## src/rtl/imem_loader.sv

```systemverilog
`default_nettype none
// ============================================================================
// Module      : imem_loader
// Description : Streams bytes from a valid/ready source into an instruction
//               RAM byte port. Assembles little-endian 32-bit words, keeps a
//               running mod-256 checksum and holds the CPU stalled (busy)
//               for the duration of the load.
// Revision    : 1.0 - initial release
// ============================================================================
module imem_loader #(
  parameter int ADDR_WIDTH = 8,
  parameter int DATA_WIDTH = 8
) (
  input  logic                  clk,
  input  logic                  rst_n,
  input  logic                  start,
  input  logic [ADDR_WIDTH-1:0] base_addr,
  input  logic [ADDR_WIDTH:0]   byte_count,
  input  logic                  in_valid,
  input  logic [DATA_WIDTH-1:0] in_data,
  output logic                  in_ready,
  output logic                  wr_en,
  output logic [ADDR_WIDTH-1:0] wr_addr,
  output logic [DATA_WIDTH-1:0] wr_data,
  output logic [31:0]           word_out,
  output logic                  word_valid,
  output logic [7:0]            checksum,
  output logic                  busy,
  output logic                  done,
  output logic                  err
);

  typedef enum logic [1:0] {
    IDLE = 2'd0,
    LOAD = 2'd1,
    DONE = 2'd2
  } state_t;

  // Largest legal load is the whole RAM (2^ADDR_WIDTH bytes).
  localparam logic [ADDR_WIDTH:0]   MAX_COUNT = {1'b1, {ADDR_WIDTH{1'b0}}};
  localparam logic [ADDR_WIDTH:0]   CNT_ONE   = {{ADDR_WIDTH{1'b0}}, 1'b1};
  localparam logic [ADDR_WIDTH-1:0] ADDR_ONE  = {{(ADDR_WIDTH-1){1'b0}}, 1'b1};

  state_t                state;
  logic [ADDR_WIDTH-1:0] next_addr;
  logic [ADDR_WIDTH:0]   remaining;
  logic [1:0]            lane;
  logic [31:0]           word_acc;
  logic [31:0]           word_merged;
  logic [7:0]            in_byte;
  logic                  accept;
  logic                  last_byte;
  logic                  count_ok;

  assign in_byte   = 8'(in_data);
  assign in_ready  = (state == LOAD) && (remaining != '0);
  assign accept    = in_ready && in_valid;
  assign last_byte = (remaining == CNT_ONE);
  assign count_ok  = (byte_count != '0) && (byte_count <= MAX_COUNT);
  assign busy      = (state != IDLE);

  // Drop the incoming byte into its lane of the partially assembled word.
  always_comb begin
    word_merged = word_acc;
    word_merged[8*lane +: 8] = in_byte;
  end

  // Load sequencer: start/reject, byte acceptance, word assembly and completion.
  always_ff @(posedge clk or negedge rst_n) begin
    if (!rst_n) begin
      state      <= IDLE;
      next_addr  <= '0;
      remaining  <= '0;
      lane       <= 2'd0;
      word_acc   <= '0;
      wr_en      <= 1'b0;
      wr_addr    <= '0;
      wr_data    <= '0;
      word_out   <= '0;
      word_valid <= 1'b0;
      checksum   <= '0;
      done       <= 1'b0;
      err        <= 1'b0;
    end else begin
      wr_en      <= 1'b0;
      word_valid <= 1'b0;
      done       <= 1'b0;
      err        <= 1'b0;
      case (state)
        IDLE: begin
          if (start) begin
            if (count_ok) begin
              next_addr <= base_addr;
              remaining <= byte_count;
              lane      <= 2'd0;
              word_acc  <= '0;
              checksum  <= '0;
              state     <= LOAD;
            end else begin
              err <= 1'b1;
            end
          end
        end
        LOAD: begin
          if (accept) begin
            wr_en     <= 1'b1;
            wr_addr   <= next_addr;
            wr_data   <= in_data;
            next_addr <= next_addr + ADDR_ONE;
            remaining <= remaining - CNT_ONE;
            lane      <= lane + 2'd1;
            checksum  <= checksum + in_byte;
            // Publish on a full word, or on a trailing partial word whose
            // unfilled upper lanes are still zero from the last clear.
            if (lane == 2'd3 || last_byte) begin
              word_out   <= word_merged;
              word_valid <= 1'b1;
              word_acc   <= '0;
            end else begin
              word_acc <= word_merged;
            end
            if (last_byte) begin
              done  <= 1'b1;
              state <= DONE;
            end
          end
        end
        DONE: begin
          // A start seen here is deliberately dropped.
          state <= IDLE;
        end
        default: begin
          state <= IDLE;
        end
      endcase
    end
  end

endmodule
`default_nettype wire

```

## config.mk

```make
export PLATFORM = sky130hd
export DESIGN_NAME = imem_loader
export DESIGN_NICKNAME = d
export VERILOG_FILES = /design/src/rtl/imem_loader.sv
export SDC_FILE = /design/constraint.sdc
export NUM_CORES = 1
export LEC_CHECK = 0
export CAP_MARGIN = 20
export CORE_ASPECT_RATIO = 0.8
export CORE_MARGIN = 4
export CORE_UTILIZATION = 40
export DETAILED_ROUTE_END_ITERATION = 12
export GPL_TIMING_DRIVEN = 0
export PLACE_DENSITY = 0.75
export SYNTH_ARGS = -nofsm -noshare
export SYNTH_HDL_FRONTEND = slang
export SYNTH_SLANG_ARGS = --single-unit
export TNS_END_PERCENT = 50
```

## constraint.sdc

```tcl
create_clock -name clk -period 6.9 [get_ports clk]
set_clock_uncertainty 0.05 [all_clocks]
set_input_delay 2.07 -clock clk [delete_from_list [all_inputs] [get_ports clk]]
set_output_delay 2.07 -clock clk [all_outputs]
set_load 0.1 [all_outputs]
```

==> impl_metrics.tcl, run 1 <==
set metrics [dict create \
    status "completed" \
    synthToLayoutAreaGrowth_pct 32.1 \
    fin_util_pct 54.8 \
    grt_pass1_wl_microns 24800 \
    dpl_cell_area_sq_um 6540 \
    criticalPathCategory "register to output pin" \
    grt_use_total_pct 20.5 \
    drt_iter0_drc 568 \
    die_height_microns 112 \
    viasPerCell 5.69 \
    antenna_found_initial 0 \
    critPathLaunchType "register" \
    cts_made_buffers 17 \
    tightest_slew_ns 1.04 \
    syn_area_per_cell_sq_um 9.82 \
    fin_cells 848 \
    clk_latency_ns 0.41 \
    ys_warn_count 0 \
    n_fill_cell 1068 \
    dp_hpwl_microns 10700 \
    required_ns 4.78 \
    slew-limit-headroom_pct 30.4 \
    ys_seq_area_share_pct 52.4 \
    clockRootBuffer "clkbuf_16" \
    grt_pass1_vias 4699 \
    yosys-top-cells-area "dfrtp_1 (52%), a21oi_1 (7.2%), o31ai_1 (5.2%), nand2_1 (4.1%), ha_1 (3.9%)" \
    initial_core_util_pct 41.5 \
    wl_per_cell_microns 18.2 \
    reg2reg_slack_ns 4.03 \
    hold_buffers 0 \
    finalSetupViolCount 0 \
    synth_top_area_share_pct 52.4 \
    clkTransAtPathRegs_ns 0.05 \
    finalWirelength_microns 15400 \
    place_congestion 0.868 \
    synthFlopType "dfrtp_1" \
    fin_crit_sh_pct 75.8 \
    async_flop_share_pct 100 \
    drv_slew 0 \
    synth-seq-cells 113 \
    drv_cap 0 \
    num_rows 37 \
    arrival_ns 3.11 \
    gr-total-overflow 0 \
    synth_cells 549 \
    synth_top_area_cell "dfrtp_1" \
    num_antenna_cells 0 \
    fin_crit_ns 5.23 \
    io_buffers 90 \
    synth_nets 596 \
    final_cell_area_sq_um 7120 \
    rsz0062_at_grt "false" \
    synthDistinctLibCells 45 \
    tritoncts "built" \
    core_area_sq_um 13000 \
    fmax_ghz 0.191 \
    cts.htree.levels 4 \
    finalNetCount 707 \
    ant_nets 0 \
    cts_resized 0 \
    end_kind "output pin" \
    drive_gt1_share_pct 9.36 \
    cp_max_fo 10 \
    first_pass_iters 5 \
    synth_area_sq_um 5390 \
    die_w_microns 138 \
    final_common_cell "dfrtp_1" \
    drc 0 \
    grt_max_degree 61 \
    holdCritPathClass "register to register" \
    clock_path_buffers 2 \
    cts_sinks 113 \
    dp.cells 816 \
    post-cts-setup-buffers 0 \
    final_cell_mix "dfrtp_1 (113), clkdlybuf4s50_1 (89), a21oi_1 (78)" \
    route.vias.total 4824 \
    hold_viol 0 \
    die-area_sq_um 15400 \
    top_level_ports 91 \
    synth_edf_count 0 \
]
[logic make-up after synthesis]
| family | count (synthesis) | share of synthesized area [%] |
|---|---|---|
| adder cells (fa/ha/maj) | 18 | 4.32 |
| buffers and inverters | 44 | 3.50 |
| multiplexers | 17 | 3.53 |
| flip-flops | 113 | 52.4 |
| AO/OA/AOI/OAI | 175 | 19.8 |
| AND/OR/NAND/NOR | 177 | 15.6 |
| XOR/XNOR | 5 | 0.812 |
[critical path, cell delays in order (launching register included)]
cell             delay, ns
dfrtp_1               0.41
nand2b_1              0.22
clkbuf_1              0.30
clkbuf_1              0.34
a31oi_1               0.26
clkdlybuf4s50_1       1.17
[cells in the mapped netlist, drive strengths merged (4+ instances only)]
cell and n:
dfrtp 113, a21oi 78, nand2 59, nor2 50, o31ai 37, nor2b 34, o21ai 24, clkbuf 18
ha 17, a31oi 16, buf 16, mux2 16, inv 10, nor3 5, nand3 4, nor3b 4
nor4 4, or3 4, or4 4, xnor2 4
[registers in the layout, indices dropped and copies added, names as in the netlist]
register	count
checksum	8
state	2
wr_en	1
wr_data	8
lane	2
wr_addr	8
word_valid	1
word_out	32
done	1
err	1
remaining	9
next_addr	8
word_acc	32
[worst paths after layout]
path                                     startpoint                  endpoint  depth (start not counted)
setup / recovery               state[1]$_DFFE_PN0P_                  in_ready                          5
hold / removal             word_acc[19]$_DFFE_PN0P_  word_acc[19]$_DFFE_PN0P_                          2
setup reg to reg                lane[0]$_DFFE_PN0P_  word_acc[27]$_DFFE_PN0P_                          6
hold reg to reg            word_acc[19]$_DFFE_PN0P_  word_acc[19]$_DFFE_PN0P_                          2
max in group asynchronous                     rst_n  word_out[31]$_DFFE_PN0P_                          2
min in group asynchronous                     rst_n    wr_addr[3]$_DFFE_PN0P_                          1
[stage by stage]
step                worst slack (ns)  setup TNS (ns)  hold WS (ns)
global placement              -0.448          -49.51         0.401
global route                    1.56               0         0.442
finish                          1.67               0         0.416
floorplan                       2.28               0         0.391
detailed placement              2.14               0         0.408
CTS                             1.69               0         0.420
[layer usage]
metal | share of wire, % | global-route usage [%] | up-vias | wire length [microns]
li1 | - | - | 2192 | -
met1 | 44 | 28.4 | 2383 | 6820
met2 | 47 | 31.6 | 212 | 7270
met3 | 6.6 | 4.97 | 37 | 1020
met4 | 2.0 | 6.98 | 0 | 316
met5 | 0 | 0 | - | 0
[cell type report]
type | instances | area [sq um] | share of cell area, %
Inverter | 10 | 37.5 | 0.527
Clock inverter | 13 | 139 | 1.95
Multi-Input combinational cell | 392 | 2380 | 33.4
Buffer | 34 | 151 | 2.13
Sequential cell | 113 | 2830 | 39.7
Tap cell | 175 | 219 | 3.07
Clock buffer | 19 | 443 | 6.22
Timing Repair Buffer | 92 | 931 | 13.1
Power of run 1 is not shown: default switching activity piles up to over one toggle a cycle in this logic, so the estimate is an artifact.
==> run 2, diff against run 1 <==
--- a/config.mk
+++ b/config.mk
@@ -11,7 +11,7 @@
 export CORE_UTILIZATION = 40
 export DETAILED_ROUTE_END_ITERATION = 12
 export GPL_TIMING_DRIVEN = 0
-export PLACE_DENSITY = 0.75
+export PLACE_DENSITY = 0.77
 export SYNTH_ARGS = -nofsm -noshare
 export SYNTH_HDL_FRONTEND = slang
 export SYNTH_SLANG_ARGS = --single-unit
==> constraint.sdc (replaced) <==
create_clock -name clk -period 4.7 [get_ports clk]
set_clock_uncertainty 0.05 [all_clocks]
set_input_delay 1.41 -clock clk [delete_from_list [all_inputs] [get_ports clk]]
set_output_delay 1.41 -clock clk [all_outputs]
set_load 0.1 [all_outputs]
==> run 2 against run 1 <==
  * Clock-buffer cell count is 4 higher
  * Critical endpoint unchanged
  * First-iteration DRC count is 6.5% lower
  * Highest routed layer unchanged
  * Register-to-register slack worse by 2.1 ns
  * Hold slack better by 0.0030 ns
  * Critical path depth stayed put
  * Core utilization is 0.12 points lower
  * Sequential share of layout area is 0.091 points higher
  * Sequential cell count stayed put
  * Non-clock buffer count stayed put
  * Critical path type unchanged
  * Cell area is 0.23% lower
  * Final cell count is 0.35% lower
==> impl_metrics.tcl, run 2 (synthesis gave the netlist of run 1 again) <==
set metrics [dict create \
    initial_core_util_pct 41.5 \
    synthToLayoutAreaGrowth_pct 31.8 \
    final_common_cell "dfrtp_1" \
    slew-limit-headroom_pct 30.8 \
    cp_max_fo 10 \
    core_area_sq_um 13000 \
    num_rows 37 \
    cts.htree.levels 4 \
    fin_cells 845 \
    clk_latency_ns 0.41 \
    grt_max_degree 60 \
    hold_buffers 0 \
    cpMostUsedCell "clkbuf_1" \
    cts_sinks 113 \
    required_ns 3.24 \
    tightest_slew_ns 1.03 \
    grt_pass1_wl_microns 25100 \
    drv_slew 0 \
    cts_made_buffers 17 \
    fin_crit_sh_pct 97.4 \
    die_height_microns 112 \
    fin_util_pct 54.6 \
    io_buffers 90 \
    route.vias.total 4808 \
    die_w_microns 138 \
    finalWirelength_microns 15600 \
    drv_cap 0 \
    post-cts-setup-buffers 0 \
    top_regs "word_acc x32, word_out x32, remaining x9" \
    criticalPathCategory "register to output pin" \
    crit_family "buffers and inverters" \
    top_level_ports 91 \
    path_buf_inv 3 \
    wl_per_cell_microns 18.5 \
    arrival_ns 3.12 \
    fin_crit_ns 4.58 \
    max_stage_delay_ns 1.18 \
    finalSetupViolCount 0 \
    drive_gt1_share_pct 8.66 \
    dpl_cell_area_sq_um 6550 \
    cp_slowest_cell "clkdlybuf4s50_1" \
    dp.cells 816 \
    end_kind "output pin" \
    antenna_found_initial 0 \
    holdCritPathClass "register to register" \
    gr-total-overflow 0 \
    first_pass_iters 6 \
    place_congestion 0.885 \
    clock_path_buffers 2 \
    final_cell_mix "dfrtp_1 (113), clkdlybuf4s50_1 (89), a21oi_1 (78)" \
    viasPerCell 5.69 \
    tritoncts "built" \
    crit_chain "nand2b_1 > clkbuf_1 > clkbuf_1 > a31oi_1 > clkdlybuf4s50_1" \
    dp_hpwl_microns 10900 \
    n_fill_cell 1075 \
    holdWs_ns 0.419 \
    final_cell_area_sq_um 7110 \
    hold_viol 0 \
    finalNetCount 707 \
    rsz0062_at_grt "false" \
    clkTransAtPathRegs_ns 0.05 \
    grt_use_total_pct 20.7 \
    num_antenna_cells 0 \
    status "completed" \
    clockRootBuffer "clkbuf_16" \
    grt_pass1_vias 4993 \
    drt_iter0_drc 531 \
    drc 0 \
    die-area_sq_um 15400 \
    cts_resized 0 \
    ant_nets 0 \
    critPathLaunchType "register" \
    fmax_ghz 0.218 \
]
run 2: cell types whose count changed in the layout (fill, tap and decap cells not counted), sizes merged:
cell	change
clkdlybuf4s18	+1
clkbuf	+4
clkinv	-3
buf	-1
clkinvlp	-4
run 2: path summary, 6_finish.rpt:
check | start | to | slack (ns) | cells past startpoint
worst max register to register | lane[0]$_DFFE_PN0P_ | word_acc[25]$_DFFE_PN0P_ | 1.95 | 6
worst min register to register | word_acc[19]$_DFFE_PN0P_ | word_acc[19]$_DFFE_PN0P_ | 0.42 | 2
max in group asynchronous | rst_n | checksum[3]$_DFFE_PN0P_ | 2.85 | 2
min in group asynchronous | rst_n | next_addr[5]$_DFFE_PN0P_ | 1.03 | 1
worst max-delay path | state[1]$_DFFE_PN0P_ | in_ready | 0.12 | 5
worst min-delay path | word_acc[19]$_DFFE_PN0P_ | word_acc[19]$_DFFE_PN0P_ | 0.42 | 2
run 2: through the flow:
step	worst slack, ns	TNS (ns)
final	0.121	0
after global routing	0.0681	0
after CTS	0.159	0
after detailed placement	0.626	0
after global placement	-1.96	-220.64
after floorplan	0.741	0
run 2: tightest hold or removal path, delay by kind of cell, from the launching register on:
family | cells | cell delay (ns)
compound gates | 1 | 0.05
simple gates | 1 | 0.05
flops | 1 | 0.33
run 2: layout make-up:
| class | instances | area, sq um | share of cell area, % |
|---|---|---|---|
| flip-flops and latches | 113 | 2830 | 39.8 |
| multi-input cells | 392 | 2380 | 33.4 |
| repair buffers | 92 | 936 | 13.2 |
| clock buffers | 23 | 478 | 6.72 |
| well taps | 175 | 219 | 3.08 |
| plain buffers | 34 | 151 | 2.13 |
| clock inverters | 6 | 82.6 | 1.16 |
| inverters | 10 | 37.5 | 0.528 |
run 2: per-layer routing:
| layer | wire length, microns | GRT usage, % | vias up |
|---|---|---|---|
| met5 | 0 | 0 | - |
| met1 | 6660 | 27.4 | 2352 |
| met2 | 7430 | 32.6 | 236 |
| met3 | 1260 | 5.96 | 30 |
| met4 | 293 | 7.24 | 0 |
| li1 | - | - | 2190 |
Power of run 2 is left out for the same reason.
==> run 3, diff against run 2 <==
--- a/config.mk
+++ b/config.mk
@@ -7,7 +7,7 @@
 export LEC_CHECK = 0
 export CAP_MARGIN = 20
 export CORE_ASPECT_RATIO = 0.8
-export CORE_MARGIN = 4
+export CORE_MARGIN = 8
 export CORE_UTILIZATION = 40
 export DETAILED_ROUTE_END_ITERATION = 12
 export GPL_TIMING_DRIVEN = 0
==> run 3 against run 2 <==
  * Via count increased by 0.10%
  * Final cell count increased by 0.95%
  * Cell area increased by 0.53%
  * Worst setup slack improved by 0.034 ns
  * Register-to-register slack about the same
  * Sequential share of layout area decreased by 0.21 points
  * Fmax increased by 0.75%
  * Global-route usage decreased by 2.1 points
  * Non-clock buffer count unchanged
  * Critical endpoint unchanged
==> impl_metrics.tcl, run 3 (synthesis gave the netlist of run 1 again) <==
set metrics [dict create \
    criticalPathCategory "register to output pin" \
    finalSetupViolCount 0 \
    cts_made_buffers 17 \
    fin_crit_sh_pct 96.7 \
    tritoncts "built" \
    grt_pass1_wl_microns 26100 \
    dp_hpwl_microns 11200 \
    crit_chain "nand2b_1 > clkbuf_1 > clkbuf_1 > a31oi_1 > clkdlybuf4s50_1" \
    grt_max_degree 71 \
    max_stage_delay_ns 1.17 \
    finalNetCount 707 \
    drc 0 \
    end_kind "output pin" \
    num_antenna_cells 0 \
    path_buf_inv 3 \
    die_w_microns 146 \
    slew-limit-headroom_pct 31.1 \
    grt_use_total_pct 18.6 \
    clk_latency_ns 0.42 \
    top_level_ports 91 \
    fmax_ghz 0.220 \
    synthToLayoutAreaGrowth_pct 32.5 \
    arrival_ns 3.09 \
    required_ns 3.24 \
    clock_path_buffers 2 \
    route.vias.total 4813 \
    holdCritPathClass "register to register" \
    drt_iter0_drc 682 \
    crit_family "buffers and inverters" \
    hold_buffers 0 \
    final_cell_area_sq_um 7150 \
    initial_core_util_pct 40.4 \
    finalSetupTns_ns 0 \
    final_common_cell "dfrtp_1" \
    status "completed" \
    clockRootBuffer "clkbuf_16" \
    final_cell_mix "dfrtp_1 (113), clkdlybuf4s50_1 (89), a21oi_1 (78)" \
    gr-total-overflow 0 \
    cp_max_fo 10 \
    core_area_sq_um 13400 \
    post-cts-setup-buffers 0 \
    clkTransAtPathRegs_ns 0.05 \
    drv_cap 0 \
    critPathLaunchType "register" \
    cts.htree.levels 4 \
    cp_slowest_cell "clkdlybuf4s50_1" \
    drive_gt1_share_pct 9.21 \
    wl_per_cell_microns 18.6 \
    first_pass_iters 5 \
    cts_sinks 113 \
    io_buffers 90 \
    top_regs "word_acc x32, word_out x32, remaining x9" \
    dp_slack_ns 0.604 \
    dpl_cell_area_sq_um 6550 \
    place_congestion 0.838 \
    n_fill_cell 1132 \
    num_rows 38 \
    die-area_sq_um 17500 \
    die_height_microns 120 \
    tightest_slew_ns 1.03 \
    drv_slew 0 \
    grt_pass1_vias 4981 \
    hold_viol 0 \
    cts_resized 0 \
    rsz0062_at_grt "false" \
    fin_crit_ns 4.55 \
    cpMostUsedCell "clkbuf_1" \
    setup_ws_ns 0.155 \
    antenna_found_initial 0 \
    ant_nets 0 \
    finalWirelength_microns 15900 \
    viasPerCell 5.64 \
]
run 3: changes by cell type in the layout (fill, tap and decap cells not counted):
cell | previous run | this run
buf_2 | 7 | 8
clkbuf_8 | 3 | 2
clkinv_2 | 3 | 6
clkinv_4 | 0 | 1
clkdlybuf4s18_2 | 1 | 0
clkbuf_1 | 21 | 20
bufinv_16 | 2 | 3
run 3: per-stage QoR:
stage,hold WS [ns],utilization (%),cells
floorplan,0.391,-,549
global placement,0.401,48.8,819
detailed placement,0.408,49.0,821
CTS,0.419,53.5,853
global route,0.440,53.5,853
finish,0.420,53.5,853
run 3: layer usage:
layer  routed length, microns  track usage (%)
met5                        0                0
met4                      347             8.05
met3                     1270             5.61
met2                     7360             28.6
met1                     6880             24.0
run 3: final timing paths:
kind | depth (start not counted) | end | slack [ns] | start
max | 5 | in_ready | 0.15 | state[1]$_DFFE_PN0P_
min | 2 | word_acc[29]$_DFFE_PN0P_ | 0.42 | word_acc[29]$_DFFE_PN0P_
max reg2reg | 6 | word_acc[30]$_DFFE_PN0P_ | 1.94 | lane[0]$_DFFE_PN0P_
min reg2reg | 2 | word_acc[29]$_DFFE_PN0P_ | 0.42 | word_acc[29]$_DFFE_PN0P_
max in group asynchronous | 2 | word_out[1]$_DFFE_PN0P_ | 2.90 | rst_n
min in group asynchronous | 1 | word_valid$_DFF_PN0_ | 0.95 | rst_n
run 3: area by class of cell:
| type | count | area, sq um | share of cell area, % |
|---|---|---|---|
| Clock buffer | 21 | 460 | 6.44 |
| Tap cell | 180 | 225 | 3.15 |
| Sequential cell | 113 | 2830 | 39.6 |
| Buffer | 34 | 151 | 2.12 |
| Multi-Input combinational cell | 392 | 2380 | 33.3 |
| Clock inverter | 11 | 136 | 1.91 |
| Timing Repair Buffer | 92 | 931 | 13.0 |
| Inverter | 10 | 37.5 | 0.525 |
run 3: tightest hold or removal path, stage by stage (launching register included):
cell and delay, ns:
dfrtp_1 0.33, nand2_1 0.05, o31ai_1 0.05
Power of run 3 is left out for the same reason.
